**src/rtl/fetch_ctrl_pkg.sv**
```systemverilog
// Shared fetch types, constants and the address legality helper.
// pc_legal is also intended for data-memory range checks.
package fetch_ctrl_pkg;

    typedef enum logic [1:0] {
        BOOT  = 2'd0,
        RUN   = 2'd1,
        FAULT = 2'd2
    } fetch_state_t;

    localparam int unsigned INSN_BYTES = 4;

    // Compared in 64 bits so a large word count cannot overflow the limit.
    function automatic logic pc_legal(input logic [31:0] pc, input int unsigned words);
        logic [63:0] limit;
        limit = 64'(words) * 64'(INSN_BYTES);
        return (pc[1:0] == 2'b00) && ({32'd0, pc} < limit);
    endfunction

endpackage

```
**src/rtl/fetch_ctrl.sv**
```systemverilog
// Instruction-fetch sequencer: drives the ROM address and presents its 1-cycle data as a valid/ready stream.
// Redirect reaches o_valid in 1 cycle; stalls re-present the held address so the ROM re-reads the same word.
module fetch_ctrl
    import fetch_ctrl_pkg::*;
#(
    parameter logic [31:0] RESET_PC  = 32'h0,
    parameter int unsigned ROM_WORDS = 128
) (
    input  logic        clk,
    input  logic        rst,
    input  logic        i_redirect,
    input  logic [31:0] i_redirect_pc,
    output logic [31:0] o_rom_pc,
    input  logic [31:0] i_rom_insn,
    output logic        o_valid,
    input  logic        i_ready,
    output logic [31:0] o_pc,
    output logic [31:0] o_insn,
    output logic        o_fault
);

    localparam logic [31:0] STEP = 32'(INSN_BYTES);

    fetch_state_t state, state_n;
    logic [31:0]  fetch_pc, fetch_pc_n;
    logic [31:0]  rsp_pc, rsp_pc_n;
    logic         rsp_valid, rsp_valid_n;

    logic valid_now;
    logic stall;
    logic redirect_legal;
    logic fetch_legal;

    assign valid_now      = !rst && rsp_valid && (state == RUN) && !i_redirect;
    assign stall          = valid_now && !i_ready;
    assign redirect_legal = pc_legal(i_redirect_pc, ROM_WORDS);
    assign fetch_legal    = pc_legal(fetch_pc, ROM_WORDS);

    always_ff @(posedge clk) begin
        if (rst) begin
            state     <= BOOT;
            fetch_pc  <= RESET_PC;
            rsp_pc    <= RESET_PC;
            rsp_valid <= 1'b0;
        end else begin
            state     <= state_n;
            fetch_pc  <= fetch_pc_n;
            rsp_pc    <= rsp_pc_n;
            rsp_valid <= rsp_valid_n;
        end
    end

    always_comb begin
        state_n     = state;
        fetch_pc_n  = fetch_pc;
        rsp_pc_n    = rsp_pc;
        rsp_valid_n = rsp_valid;
        case (state)
            BOOT: begin
                state_n     = RUN;
                rsp_pc_n    = fetch_pc;
                rsp_valid_n = 1'b1;
                fetch_pc_n  = fetch_pc + STEP;
            end
            RUN: begin
                if (i_redirect && redirect_legal) begin
                    rsp_pc_n    = i_redirect_pc;
                    rsp_valid_n = 1'b1;
                    fetch_pc_n  = i_redirect_pc + STEP;
                end else if (i_redirect) begin
                    state_n     = FAULT;
                    rsp_valid_n = 1'b0;
                end else if (stall) begin
                    state_n = RUN;
                end else if (fetch_legal) begin
                    rsp_pc_n    = fetch_pc;
                    rsp_valid_n = 1'b1;
                    fetch_pc_n  = fetch_pc + STEP;
                end else begin
                    // Walked off the ROM end; the last legal word was already delivered.
                    state_n     = FAULT;
                    rsp_valid_n = 1'b0;
                end
            end
            FAULT: begin
                if (i_redirect && redirect_legal) begin
                    state_n     = RUN;
                    rsp_pc_n    = i_redirect_pc;
                    rsp_valid_n = 1'b1;
                    fetch_pc_n  = i_redirect_pc + STEP;
                end
            end
            default: begin
                state_n     = BOOT;
                rsp_valid_n = 1'b0;
            end
        endcase
    end

    always_comb begin
        o_valid = valid_now;
        o_fault = !rst && (state == FAULT);
        o_pc    = rsp_pc;
        o_insn  = i_rom_insn;
        if (rst) begin
            o_rom_pc = RESET_PC;
        end else if (i_redirect) begin
            o_rom_pc = i_redirect_pc;
        end else if (stall) begin
            o_rom_pc = rsp_pc;
        end else begin
            o_rom_pc = fetch_pc;
        end
    end

endmodule
```
**config.mk**
```make
export PLATFORM = sky130hd
export DESIGN_NAME = fetch_ctrl
export DESIGN_NICKNAME = d
export VERILOG_FILES = /design/src/rtl/fetch_ctrl_pkg.sv /design/src/rtl/fetch_ctrl.sv
export SDC_FILE = /design/constraint.sdc
export NUM_CORES = 1
export LEC_CHECK = 0
export CORE_MARGIN = 10
export CORE_UTILIZATION = 46
export DETAILED_ROUTE_END_ITERATION = 8
export PLACE_DENSITY = 0.85
export SETUP_SLACK_MARGIN = 0.1
export SLEW_MARGIN = 20
export SYNTH_ARGS = -nofsm -noshare
export SYNTH_HDL_FRONTEND = slang
export SYNTH_SLANG_ARGS = --single-unit
```
**constraint.sdc**
```tcl
create_clock -name clk -period 2.7 [get_ports clk]
set_input_delay 0.54 -clock clk [delete_from_list [all_inputs] [get_ports clk]]
set_output_delay 0.54 -clock clk [all_outputs]
set_load 0.05 [all_outputs]
```
# ---- Word level (Yosys, flattened, before mapping)
# Index checks and enable logic that the tools add are counted.
dict set report word_totals {
  output_inout_bits 98
  in_bits 68
  word_cells 62
  register_bits 67
}
dict set report op_classes {
  n_reduce_logical 18
  n_eq_ne 9
  addsub 2
  magnitude_cmp 2
  n_mux 27
}
# cell count
set op_table {}
lappend op_table {{32-bit two-way mux} 13}
lappend op_table {{32-bit case mux with 3 select lines} 2}
lappend op_table {{32-bit by 3-bit adder with 32-bit output (second input constant)} 2}
lappend op_table {{32-bit by 10-bit less-than comparator with 1-bit output (second input constant)} 2}
lappend op_table {{2-bit two-way mux} 5}
lappend op_table {{3-bit by 2-bit != test with 1-bit output (second input constant)} 3}
lappend op_table {{1-bit logical AND} 8}
lappend op_table {{2-bit zero test} 3}
lappend op_table {{2-bit case mux with 3 select lines} 1}
lappend op_table {{1-bit two-way mux} 5}
lappend op_table {{5-bit AND reduction} 1}
lappend op_table {{2-bit != test (second input constant)} 2}
lappend op_table {{4-bit by 3-bit != test with 1-bit output (second input constant)} 1}
lappend op_table {{4-bit != test (second input constant)} 1}
lappend op_table {{1-bit zero test} 3}
lappend op_table {{1-bit case mux with 3 select lines} 1}
lappend op_table {{3-bit AND reduction} 1}
lappend op_table {{3-bit nonzero test} 1}
lappend op_table {{2-bit by 1-bit equality test with 1-bit output (second input constant)} 1}
lappend op_table {{2-bit equality test (second input constant)} 1}
lappend op_table {{2-bit AND reduction} 1}

# ---- Logic depth before layout (Yosys ltp)
# Gate-level depths: netlist of the first run.
dict set report logic_depth {
  ltp_word 9
  depth_mapped 10
  ltp_nobuf 8
}

# ---- Worst setup path after synthesis of the first run
# OpenSTA, ideal clock, no wires.
dict set report synth_path {
  kind {input-to-output}
  from {input i_redirect}
  to {output o_rom_pc[1]}
  cell_stages 6
  n_path_buf 3
  required_time_ns 2.160
  path_slack_ns -0.351
  arrival_time_ns 2.511
  path_cell_list {buf_4 > nor4_1 > clkbuf_1 > clkbuf_1 > a22oi_1 > a21oi_1}
}
dict set report synth_between {
  elab_chain_len 6
}
# item line_no
set synth_rtl {}
lappend synth_rtl {{start, declared} fetch_ctrl.sv:11} ;# input logic i_redirect,
lappend synth_rtl {{1-bit zero test} fetch_ctrl.sv:34} ;# assign valid_now = !rst && rsp_valid && (state == RUN) && !i_redirect;
lappend synth_rtl {{1-bit logical AND} fetch_ctrl.sv:34}
lappend synth_rtl {{1-bit logical AND} fetch_ctrl.sv:35} ;# assign stall = valid_now && !i_ready;
lappend synth_rtl {{32-bit two-way mux} fetch_ctrl.sv:109} ;# end else if (stall) begin
lappend synth_rtl {{32-bit two-way mux (*)} fetch_ctrl.sv:107} ;# end else if (i_redirect) begin
lappend synth_rtl {{32-bit two-way mux (*)} fetch_ctrl.sv:105} ;# if (rst) begin
lappend synth_rtl {{end, declared} fetch_ctrl.sv:13} ;# output logic [31:0] o_rom_pc,
# Every way passes the cells marked *; elsewhere a longest branch is shown, timed or not.

# ---- Worst setup path after layout of the first run
dict set report layout_path {
  from {register state[1]}
  to {output o_rom_pc[27]}
}
dict set report layout_between {
  elab_chain_len 7
}
# item line_no
set layout_rtl {}
lappend layout_rtl {{start, declared} fetch_ctrl.sv:24} ;# fetch_state_t state, state_n;
lappend layout_rtl {{start signal, assigned} fetch_ctrl.sv:46} ;# state <= state_n;
lappend layout_rtl {{2-bit by 1-bit equality test with 1-bit output} fetch_ctrl.sv:34}
lappend layout_rtl {{1-bit logical AND (2 in a row)} fetch_ctrl.sv:34}
lappend layout_rtl {{1-bit logical AND} fetch_ctrl.sv:35}
lappend layout_rtl {{32-bit two-way mux} fetch_ctrl.sv:109}
lappend layout_rtl {{32-bit two-way mux} fetch_ctrl.sv:107}
lappend layout_rtl {{32-bit two-way mux} fetch_ctrl.sv:105}
# No other way between the ends.

==> reports/results.ini, run 1 <==
[clock_tree]
root_buffer=clkbuf_8
ctsHoldBuffers=0
cts_tree=built
cts.path.max_buffers=2
clk_pin_slew_ps=80
h-tree-depth=3
numClockSinks=67
numCtsBuffers=9
clk_latency_ps=370

[floorplanning]
core_area_sq_um=9860
dieHeight_microns=121
rows=36
die_x_microns=121
ios=166
die-area_sq_um=14700
initial_utilization=0.476

[critical_path]
crit_type=flop to primary output
r2r-end=fetch_pc[31]
start_kind=flop
cp_data_required_time_ps=2160
worstPathArrival_ps=2100
r2r_cells=7
max_stage_delay_ps=320
critical_path_depth=11
cp_cell_sequence=inv_2 -> ha_4 -> nand2_4 -> nor4_4 -> buf_4 -> nor2_4 -> buf_12 -> buf_12 -> nand2_4 -> a21oi_4 -> buf_12
path_delay_family=buffers and inverters
crit_path_end_kind=primary output
r2r_setup_slack_ps=220
cp_common_cell=buf_12
path_buf_inv=5
cp_slowest_cell=dfxtp_2
r2r-start=fetch_pc[20]
path_max_fanout=8

[global_routing]
gr-usage-met3=0.0693
top_usage_layer=met2
grt_max_degree=49
track_usage=0.266
grt_pass1_wl_mm=31.5
grt_pass1_vias=5877
grt_antenna_before_repair=0
grt-ovfl-total=0
grtUsageMet2=0.453
met1_usage=0.306

[logic_synthesis]
synthArstFlopShare=0
syn_area_sq_um=4700
synth_largest_area_cell=dfxtp_1
yosysMostFrequentCell=a21oi_1
ys_seq_elements=67
ys_warn_count=0
synth-edff-count=0
synth_area_leaders=dfxtp_1, a21oi_1, nand2_1
syn_area_per_cell_sq_um=7.25
synth.distinct_cells=46
synth_nets=722
yosysSeqAreaShare=0.286
netlist_top_cells_count=a21oi_1, nand2_1, dfxtp_1
syn_inst=648
synthDominantCellAreaShare=0.286
synth_top_flop_cell=dfxtp_1

[power]
p_leak_nw=2.71
pwr-share-seq=0.236
power_switching_w=0.00246
ir_worst_vdd_uv=372
p_per_area_nw_per_um2=706
power.internal_w=0.00286
swShare=0.462
pwr-share-clk=0.175
combPwrFrac=0.589

[cells_and_area]
drive_above_1_share=0.310
multi_input_comb_area_sq_um=3430
seq_area_sq_um=1340
num_antenna_cells=0
post-route-util=0.763
fin_cells=919
syn2layout_area_growth_pct=60.2
layout.nets=855
fillers=712

[placed_design]
port-buffer-count=101
finalWeightedCongestion=0.950
dpl.cell_count=889
dp_hpwl_mm=14.4

[sta]
min_period_ps=2640
setup_viol=0
drv_slew=0
worst_pin_slew_ps=861
hold_viol_final=0
max_freq_mhz=379
max_slew_margin=0.426
clock_skew_ps=11.5
finalCritPeriodShare=0.977
rsz0062_at_grt=yes

[drt]
drt-wirelength-per-cell_microns=22.2
ant_nets=0
wl_mm=20.4
drt_iter0_markers=634
drc=0
dr.pass1.iters=5
viasPerCell=6.36
via_count=5841

[outcome]
status=complete, no violations

[flow_run]
drv_cap=0

[worst_hold_path]
min_path_type=flop to flop
hold-path-endpoint=o_pc[24]
holdCritStartpoint=o_pc[24]
hold_path_depth=2

## cells by family (layout without fill, tap and decap cells)
group / count (synthesis) / in the layout / share of synthesized area
adder cells (fa/ha/maj): 6 / 6 / 0.0160
XOR/XNOR: 18 / 18 / 0.0336
AO/OA/AOI/OAI: 199 / 199 / 0.266
AND/OR/NAND/NOR: 255 / 255 / 0.283
flip-flops: 67 / 67 / 0.286
buffers and inverters: 103 / 241 / 0.116
## through the flow
stage,TNS [ps],worst slack (ps),power [W],area [sq um],hold slack (ps)
finish,0,63.0,0.00531,7520,476
global route,-272,-29.8,0.00557,7520,514
CTS,0,66.5,0.00511,7230,478
detailed placement,-22700,-513,0.00412,6860,467
global placement,-15260,-298,0.00404,6860,457
floorplan,0,81.8,0.00304,5050,454
## final cells by class
type / count / area share
timing repair buffer: 209 / 0.308
multi-input combinational: 478 / 0.456
sequential: 67 / 0.179
clock buffer: 15 / 0.0234
inverter: 16 / 0.00798
clock inverter: 1 / 0.00399
tap: 133 / 0.0221
## repair_timing
action	4_1_cts	5_1_grt
setup buffers	9	2
gates cloned	2	2
setup endpoints to repair	65	46
endpoints found under the hold margin	0	0
pin swaps	10	28
gates resized for setup	20	68
## registers in the layout (all words and copies together), names as in the netlist
name / count
fetch_pc: 32
o_pc: 32
state: 2
rsp_valid: 1
## tightest hold or removal path: cells and delay by family, from the launching register on
kind / cells / cell delay (ps)
AOI/OAI and AO/OA: 1 / 50
DFF: 1 / 330
and+or+nand+nor: 1 / 60
## power by group through the flow
stage	combinational (W)	clock, W	sequential (W)
finish	0.00313	0.000929	0.00125
global route	0.00333	0.000968	0.00127
CTS	0.00297	0.000916	0.00123
detailed placement	0.00288	0	0.00125
global placement	0.00281	0	0.00123
floorplan	0.00161	0	0.00143
## cell usage in the layout, fill, tap and decap left out, types with 8 or more instances in the layout
| cell type | n |
|---|---|
| clkdlybuf4s50_1 | 64 |
| nand4_1 | 12 |
| or4_1 | 10 |
| inv_1 | 15 |
| nand3_1 | 44 |
| a221oi_1 | 11 |
| nand2_4 | 23 |
| nor4_1 | 15 |
| o32ai_1 | 12 |
| clkbuf_8 | 12 |
| nor2_1 | 38 |
| a21oi_4 | 31 |
| a22oi_1 | 25 |
| a21oi_1 | 56 |
| nor3_1 | 18 |
| and2_1 | 8 |
| buf_12 | 44 |
| nand2_1 | 51 |
| xor2_1 | 11 |
| o21ai_0 | 24 |
| buf_4 | 94 |
| dfxtp_1 | 65 |
## worst max-delay path by stage
stage / to / start / slack [ps]
6_report: o_rom_pc[27] / state[1] / 60
5_1_grt: o_rom_pc[29] / state[1] / -30
4_1_cts: o_rom_pc[2] / state[1] / 70
3_5_place_dp: fetch_pc[9] / i_redirect_pc[15] / -510
3_3_place_gp: fetch_pc[15] / i_redirect_pc[10] / -300
2_1_floorplan: o_rom_pc[11] / i_redirect / 80
## routing by layer
layer  vias up  share of wire  routed length, microns
met2       350           0.49                   10000
li1       2634              -                       -
met4         0          0.040                     817
met3        72          0.097                    1990
met5         -              0                       0
met1      2785           0.37                    7600
Power figures use the tool's default switching activity.
==> run 2, diff against run 1 <==
Settings changed: CORE_ASPECT_RATIO set to 0.75, HOLD_SLACK_MARGIN set to 0.05.
==> run 2 against run 1 <==
Compared with the run above:
- count of clock-buffer cells in the layout down 6
- sequential share of layout area decreased by 0.11 points
- routed wire length grew 1.8%
- first-iteration DRC count increased by 68%
- combinational power hardly changed
- total power grew 7.5%
- cell count fell by 1.3%
- largest cell class unchanged
==> reports/results.ini, run 2 (same netlist as run 1, synthesis figures left out) <==
[drt]
drt-wirelength-per-cell_microns=22.9  ; was 22.2 microns
drc=0  ; unchanged
via_count=5987  ; was 5841
ant_nets=0  ; unchanged
dr.pass1.iters=6  ; was 5
viasPerCell=6.60  ; was 6.36
wl_mm=20.8  ; was 20.4 mm
drt_iter0_markers=1065  ; was 634

[global_routing]
grt_pass1_vias=5618  ; was 5877
grt-ovfl-total=0  ; unchanged
grt_pass1_wl_mm=30.5  ; was 31.5 mm
grt_antenna_before_repair=0  ; unchanged
track_usage=0.258  ; was 0.266
grt_max_degree=101  ; was 49

[cells_and_area]
multi_input_comb_area_sq_um=3410  ; was 3430 sq um
mostFrequentLayoutCells=buf_4, dfxtp_1, clkdlybuf4s50_1  ; unchanged
drive_above_1_share=0.308  ; was 0.310
seq_area_sq_um=1350  ; was 1340 sq um
post-route-util=0.773  ; was 0.763
fillers=682  ; was 712
layout.nets=845  ; was 855
num_antenna_cells=0  ; unchanged
layout_commonest_cell=buf_4  ; unchanged
fin_cells=907  ; was 919
syn2layout_area_growth_pct=61.5  ; was 60.2%
design_area_sq_um=7580  ; was 7520 sq um

[worst_hold_path]
min_path_type=flop to flop  ; unchanged
hold_path_depth=2  ; unchanged

[floorplanning]
dieHeight_microns=108  ; was 121 microns
core_area_sq_um=9810  ; was 9860 sq um
die_x_microns=137  ; was 121 microns
die-area_sq_um=14700  ; about the same
rows=31  ; was 36
ios=166  ; unchanged
initial_utilization=0.479  ; was 0.476

[clock_tree]
cts_tree=built  ; unchanged
clk_latency_ps=350  ; was 370 ps
numClockSinks=67  ; unchanged
cts.path.max_buffers=2  ; unchanged
h-tree-depth=3  ; unchanged
root_buffer=clkbuf_16  ; was clkbuf_8
numCtsBuffers=9  ; unchanged
ctsHoldBuffers=0  ; unchanged
clk_pin_slew_ps=60  ; was 80 ps

[critical_path]
max_stage_delay_ps=320  ; about the same
worstPathArrival_ps=2060  ; was 2100 ps
r2r_setup_slack_ps=200  ; was 220 ps
r2r-end=fetch_pc[22]  ; was fetch_pc[31]
cp_common_cell=buf_6  ; was buf_12
path_buf_inv=5  ; unchanged
r2r-start=fetch_pc[18]  ; was fetch_pc[20]
crit_end=o_rom_pc[25]  ; was o_rom_pc[27]
critical_path_depth=11  ; unchanged
path_max_fanout=7  ; was 8
cp_slowest_cell=dfxtp_2  ; unchanged
start_kind=flop  ; unchanged
crit_type=flop to primary output  ; unchanged
path_delay_family=buffers and inverters  ; unchanged
crit_path_end_kind=primary output  ; unchanged
r2r_cells=7  ; unchanged
cp-startpoint=state[1]  ; unchanged
cp_data_required_time_ps=2160  ; about the same
cp_cell_sequence=inv_2 -> ha_4 -> nand2_4 -> nor4_4 -> buf_6 -> nor2_4 -> buf_6 -> clkbuf_16 -> nand2_2 -> a21oi_4 -> buf_12  ; was inv_2 -> ha_4 -> nand2_4 -> nor4_4 -> buf_4 -> nor2_4 -> buf_12 -> buf_12 -> nand2_4 -> a21oi_4 -> buf_12

[sta]
hold_viol_final=0  ; unchanged
min_period_ps=2600  ; was 2640 ps
clock_skew_ps=10.9  ; was 11.5 ps
hold_ws_ps=474  ; was 476 ps
max_freq_mhz=384  ; was 379 MHz
rsz0062_at_grt=yes  ; unchanged
final.setup.tns_ps=0  ; unchanged
finalCritPeriodShare=0.964  ; was 0.977
setup_viol=0  ; unchanged
worst_pin_slew_ps=716  ; was 861 ps
max_slew_margin=0.523  ; was 0.426
drv_slew=0  ; unchanged

[power]
p_leak_nw=2.64  ; was 2.71 nW
ir_worst_vdd_uv=585  ; was 372 uV
p_per_area_nw_per_um2=753  ; was 706 nW/um^2

[placed_design]
dpl.cell_count=882  ; was 889
dpl_cell_area_sq_um=6840  ; was 6860 sq um
finalWeightedCongestion=0.967  ; was 0.950
dp_hpwl_mm=14.0  ; was 14.4 mm
port-buffer-count=101  ; unchanged

[outcome]
status=complete, no violations  ; unchanged

[flow_run]
drv_cap=0  ; unchanged

-- run 2: cell count changes in the layout (fill, tap and decap cells not counted), moves of 5 or more --
cell and delta:
clkbuf_16 +9, nand2_4 -12, a22oi_1 +7, clkbuf_8 -12, nand2_2 +16, nor4_1 -5, buf_4 -14, nand2_1 -5
a22oi_2 -7
-- run 2: worst min-delay path by stage --
stage	start	endpoint	slack (ps)
floorplan	rsp_valid	rsp_valid	450
global placement	o_pc[26]	o_pc[26]	460
detailed placement	o_pc[29]	o_pc[29]	460
CTS	o_pc[29]	o_pc[29]	470
global route	o_pc[31]	o_pc[31]	500
finish	o_pc[31]	o_pc[31]	470
-- run 2: stage by stage --
step	total power (W)	setup WS [ps]
2_1_floorplan	0.00304	81.8
3_3_place_gp	0.00409	-325
3_5_place_dp	0.00416	-393
4_1_cts	0.00548	106
5_1_grt	0.00591	53.7
6_report	0.00571	97.2
-- run 2: report_power, final --
part	switching (W)	internal, W
Clock	0.000479	0.000806
Sequential	0.000144	0.00112
Combinational	0.00190	0.00127
Total	0.00252	0.00319
-- run 2: metal layers --
metal  share of wire  routed length, microns  GRT usage  vias up
li1                -                       -          -     2617
met1            0.39                    8010      0.333     2827
met2            0.46                    9520      0.402      460
met3            0.12                    2560     0.0742       83
met4           0.033                     695     0.0865        0
met5               0                       0          0        -
-- run 2: what timing repair did --
item | CTS | global route
pin swaps | 28 | 19
setup buffers | 4 | 4
endpoints found under the setup margin | 88 | 75
cloned | 2 | 1
resized for setup | 29 | 59
-- run 2: worst reg2reg max path, cell delays in order, from the launching register on --
cell and delay (ps):
dfxtp_1 370, nor4_1 500, nand4_1 220, nor3_2 310
o31ai_4 140, buf_12 180, or4_1 530, a21oi_1 180
-- run 2: layout make-up --
| type | instances | area share |
|---|---|---|
| Clock inverter | 6 | 0.0119 |
| Sequential cell | 67 | 0.178 |
| Timing Repair Buffer | 199 | 0.301 |
| Tap cell | 132 | 0.0218 |
| Multi-Input combinational cell | 478 | 0.450 |
| Inverter | 16 | 0.00792 |
| Clock buffer | 9 | 0.0297 |
